File: src/rtl/fb_mem_responder.sv
// fb_mem_responder: FBCPU RAM with host program loader, CPU reset control and mirrored LED output register.
module fb_mem_responder #(
  parameter int ADDRESS_WIDTH = 6,
  parameter int DATA_WIDTH    = 10,
  parameter int DEPTH         = 64,
  parameter int IO_ADDR       = 63
) (
  input  logic                     clk,
  input  logic                     rst,
  input  logic [ADDRESS_WIDTH-1:0] MAR,
  input  logic                     RAMWr,
  input  logic [DATA_WIDTH-1:0]    MDRIn,
  output logic [DATA_WIDTH-1:0]    MDROut,
  output logic                     cpu_rst,
  input  logic                     ld_start,
  input  logic                     ld_valid,
  input  logic [DATA_WIDTH-1:0]    ld_data,
  input  logic                     ld_last,
  output logic                     ld_ready,
  output logic [ADDRESS_WIDTH:0]   ld_count,
  output logic [DATA_WIDTH-1:0]    io_out,
  output logic [1:0]               state
);
  typedef enum logic [1:0] {IDLE = 2'd0, LOAD = 2'd1, RUN = 2'd2} state_t;
  localparam logic [ADDRESS_WIDTH:0]   LAST_PTR = (ADDRESS_WIDTH+1)'(DEPTH-1);
  localparam logic [ADDRESS_WIDTH-1:0] IO_A     = ADDRESS_WIDTH'(IO_ADDR);
  logic [DATA_WIDTH-1:0]    mem [DEPTH];
  state_t                   state_q, state_d;
  logic [ADDRESS_WIDTH:0]   cnt_q, cnt_d;
  logic [DATA_WIDTH-1:0]    mdr_q, mdr_d, io_q, io_d, wdata;
  logic [ADDRESS_WIDTH-1:0] waddr;
  logic                     we;
  // The word count doubles as the load pointer; it stops at DEPTH so it never wraps.
  always_comb begin
    state_d = state_q;
    cnt_d   = cnt_q;
    mdr_d   = mdr_q;
    io_d    = io_q;
    we      = 1'b0;
    waddr   = MAR;
    wdata   = MDRIn;
    if (ld_start) begin
      state_d = LOAD;
      cnt_d   = '0;
    end else if (state_q == LOAD && ld_valid) begin
      we      = 1'b1;
      waddr   = cnt_q[ADDRESS_WIDTH-1:0];
      wdata   = ld_data;
      cnt_d   = cnt_q + 1'b1;
      state_d = (ld_last || cnt_q == LAST_PTR) ? RUN : LOAD;
    end
    if (state_q == RUN) begin
      mdr_d = mem[MAR];
      we    = RAMWr;
      io_d  = (RAMWr && MAR == IO_A) ? MDRIn : io_q;
    end
    mdr_d = (state_q == LOAD) ? '0 : mdr_d;
  end
  always_ff @(posedge clk) begin
    if (rst) begin
      state_q <= IDLE;
      cnt_q   <= '0;
      mdr_q   <= '0;
      io_q    <= '0;
    end else begin
      state_q <= state_d;
      cnt_q   <= cnt_d;
      mdr_q   <= mdr_d;
      io_q    <= io_d;
    end
  end
  always_ff @(posedge clk) begin
    if (we && !rst) mem[waddr] <= wdata;
  end
  assign MDROut   = mdr_q;
  assign io_out   = io_q;
  assign ld_count = cnt_q;
  assign state    = state_q;
  assign cpu_rst  = (state_q != RUN);
  assign ld_ready = (state_q == LOAD);
endmodule

File: config.mk
export PLATFORM = sky130hd
export DESIGN_NAME = fb_mem_responder
export DESIGN_NICKNAME = d
export VERILOG_FILES = /design/src/rtl/fb_mem_responder.sv
export SDC_FILE = /design/constraint.sdc
export NUM_CORES = 1
export LEC_CHECK = 0
export CAP_MARGIN = 20
export CORE_MARGIN = 2
export CORE_UTILIZATION = 35
export CTS_BUF_LIST = sky130_fd_sc_hd__clkbuf_2 sky130_fd_sc_hd__clkbuf_4 sky130_fd_sc_hd__clkbuf_8
export DETAILED_ROUTE_END_ITERATION = 10
export PLACE_DENSITY_LB_ADDON = 0.1
export RECOVER_POWER = 100
export SLEW_MARGIN = 40
export SYNTH_ARGS = -nofsm -noshare
export SYNTH_HDL_FRONTEND = slang
export SYNTH_SLANG_ARGS = --single-unit
File: constraint.sdc
create_clock -name clk -period 2.3 [get_ports clk]
set_input_delay 0.23 -clock clk [delete_from_list [all_inputs] [get_ports clk]]
set_output_delay 0.23 -clock clk [all_outputs]
set_load 0.05 [all_outputs]
==> run metrics <==
Max stage delay on crit path=about 0.34 ns; Final Hold Viols=0; area leader, netlist=edfxtp_1; effective utilization at floorplan=a little over a third; area of the multi-input gates=0.00650 mm²; maximum vdd drop=around 350 µV; # setup viols final=0; syn avg cell area=20.0 µm²; die width=between 200 and 300 µm; register area share after synthesis=between 70% and 80%; GRT Util Overall=approximately 19%; Syn Inst Count=between 1000 and 1500; Synth Register Bits=around 670; DIE AREA=around 0.078 mm²; Routed WL=slightly above 70000 µm; fillers=around 6500; CP most frequent cell=buf_4; leakage power figure=about 11 nW; Most used DFF post-synth=edfxtp_1; max_slew headroom=41.6%; r2r startpoint=state[1]$_SDFFE_PP0P_; CP endpoint kind=register; clk slew on worst S/H paths=0.06 ns; Area growth syn-to-layout=25.6%; Slowest cell on crit path=dfxtp_4; Worst-Skew Late Latency=about 0.73 ns; Final Skew=about 0.025 ns; setup slack, reg-to-reg=0.04 ns; Port Buffer Count=62; Hold EP=io_out[6]$_SDFFE_PP0P_; Worst EP required=~2.7 ns; dpl ws=-0.495 ns; yosys synthesis warning count=0; die height=279 µm; Setup CP Type=register to register; final slew viol count=0; vias in the first global route=roughly 15000; via-per-instance ratio=roughly 5.1; FF-to-FF End=mem[38][3]$_DFFE_PP_; combined flip-flop and latch cell area=0.0198 mm²; Initial DRC Count=around 1200; Worst Tran Pin Value=0.875 ns; min-delay src=MDRIn[6]; critical path data arrival time=around 2.7 ns; outcome=finished, final reports clean; clock period minus worst slack=~2.3 ns; Critical Path Start Type=register; Final Hold Slack=0.112 ns; critical path peak fanout=8; H-tree depth=3; drt drc=0; Detail Placement HPWL=~47000 µm; Post-Syn Area=0.0264 mm²; clock buffer depth=3; CTS tree=done; IO Count=63; core area=~0.075 mm²; number of library cell types mapped by synthesis=50; row cnt=100; RSZ-0062 raised after global routing=true; TritonCTS Buffers=110; hold path depth=3; Congestion Overflow GR=0; DR vias=around 14000; Final period util=slightly below 100%; Achievable Freq=approximately 440 MHz; Avg WL per Cell=between 20 and 30 µm; worst hold path type=input pin to register; first-pass GRT wire length=103000 µm; PnR worst setup slack=about 0.044 ns; r2r worst-path depth=9; initial antenna violation count=2; Final nets=between 1500 and 2000; gpl congestion=roughly 0.9; critical-path cell list=and4bb_2 > buf_12 > mux2_4 > buf_4 > nor2_1 > nand2_1 > buf_4 > nor2_4 > clkbuf_1; Syn Nets=~1400; Max Cap Viol=0; fraction of layout cells with a size suffix above 1=a little under two fifths; CTS sink cnt=approximately 670; Post-DRT Antenna Nets=0; largest net degree at the start of global routing=between 60 and 70; Post-synth EDFFs=640; Synth top area share=72.8%; Pre-antenna DRT Iters=6; pwr dens=761 mW/mm²; asr flop ratio synth=0%; ranking of synthesized cells by area=edfxtp_1 (73%), mux4_2 (11%), dfxtp_1 (2.2%); CTS root buf=clkbuf_8
cell type report:
cell class,instances,area share (%)
flip-flops and latches,669,59.7
multi-input cells,577,19.6
repair buffers,331,10.5
clock buffers,138,5.22
well taps,969,3.66
clock inverters,57,1.22
inverters,5,0.0566
diodes,1,0.00755
cell usage after synthesis, drive strengths merged, types with 13 or more instances:
cell type / n
a22oi: 28
nand2: 61
a22o: 14
mux2i: 55
dfxtp: 29
clkbuf: 29
a211oi: 13
mux4: 146
nor2: 110
edfxtp: 640
buf: 40
a21oi: 31
critical path, delay by kind of cell, from the launching register on:
family                 cells  cell delay, ns
muxes                      1            0.33
DFF                        1            0.34
buffers and inverters      4            0.68
and+or+nand+nor            4            0.60
per-stage QoR:
stage,std cells,TNS [ns],power [mW],util [%],area (µm²)
2_1_floorplan,1320,-87.37,14.5,-,26800
3_3_place_gp,2547,-207.80,15.4,41.9,31200
3_5_place_dp,2547,-212.31,15.4,41.9,31200
4_1_cts,2744,-0.670,25.7,44.8,33400
5_1_grt,2747,-2.81,26.2,44.5,33200
6_report,2747,0,25.2,44.5,33200
state kept, by name (all words and copies together) (netlist names):
register,flops
mem,640
MDROut,10
io_out,10
ld_count,7
state,2
placed cells by master (no fill, tap or decap), types with 38 or more instances in the layout:
cell type        netlist  layout
edfxtp_1             640     640
buf_4                  7     152
mux4_2               125     125
clkbuf_8               0     112
buf_12                 4      62
mux2i_1               55      53
nand2_1               61      53
nor2_1               110      45
nor2_4                 0      38
clkdlybuf4s50_1        0      38
what timing repair did:
item / 4_1_cts / 5_1_grt
resized for setup: 14 / 52
setup buffers: 2 / 1
hold buffers: 0 / 0
gates cloned: 0 / 1
setup endpoints to repair: 128 / 405
pin swaps: 1 / 5
logic make-up (layout without fill, tap and decap cells):
logic type | Yosys count | in the layout | share of synthesized area [%]
flip-flops | 669 | 669 | 75.0
XOR/XNOR | 6 | 6 | 0.199
buffers and inverters | 74 | 531 | 1.98
AO/OA/AOI/OAI | 134 | 134 | 3.71
AND/OR/NAND/NOR | 223 | 223 | 3.72
other | 0 | 1 | 0
multiplexers | 213 | 213 | 15.4
adder cells (fa/ha/maj) | 1 | 1 | 0.0474
per-layer routing:
layer  GRT usage [%]  share of wire, %
met4            5.42               2.0
met3            2.97               4.9
met5               0                 0
met2            29.5                47
met1            26.4                46
where the power goes:
group          switching [mW]  internal [mW]
clock network            4.68           5.50
logic                   0.985          0.635
registers             0.00600           13.4
total                    5.67           19.6
worst max-delay path by stage:
stage / slack (ns) / start / end
floorplan: -0.22 / state[1]$_SDFFE_PP0P_ / mem[41][0]$_DFFE_PP_
global placement: -0.46 / ld_start / mem[46][8]$_DFFE_PP_
detailed placement: -0.50 / ld_start / mem[46][8]$_DFFE_PP_
CTS: -0.03 / state[1]$_SDFFE_PP0P_ / mem[46][9]$_DFFE_PP_
global route: -0.04 / state[1]$_SDFFE_PP0P_ / mem[8][6]$_DFFE_PP_
finish: 0.04 / state[1]$_SDFFE_PP0P_ / mem[38][3]$_DFFE_PP_
(Power assumes the default switching activity.)
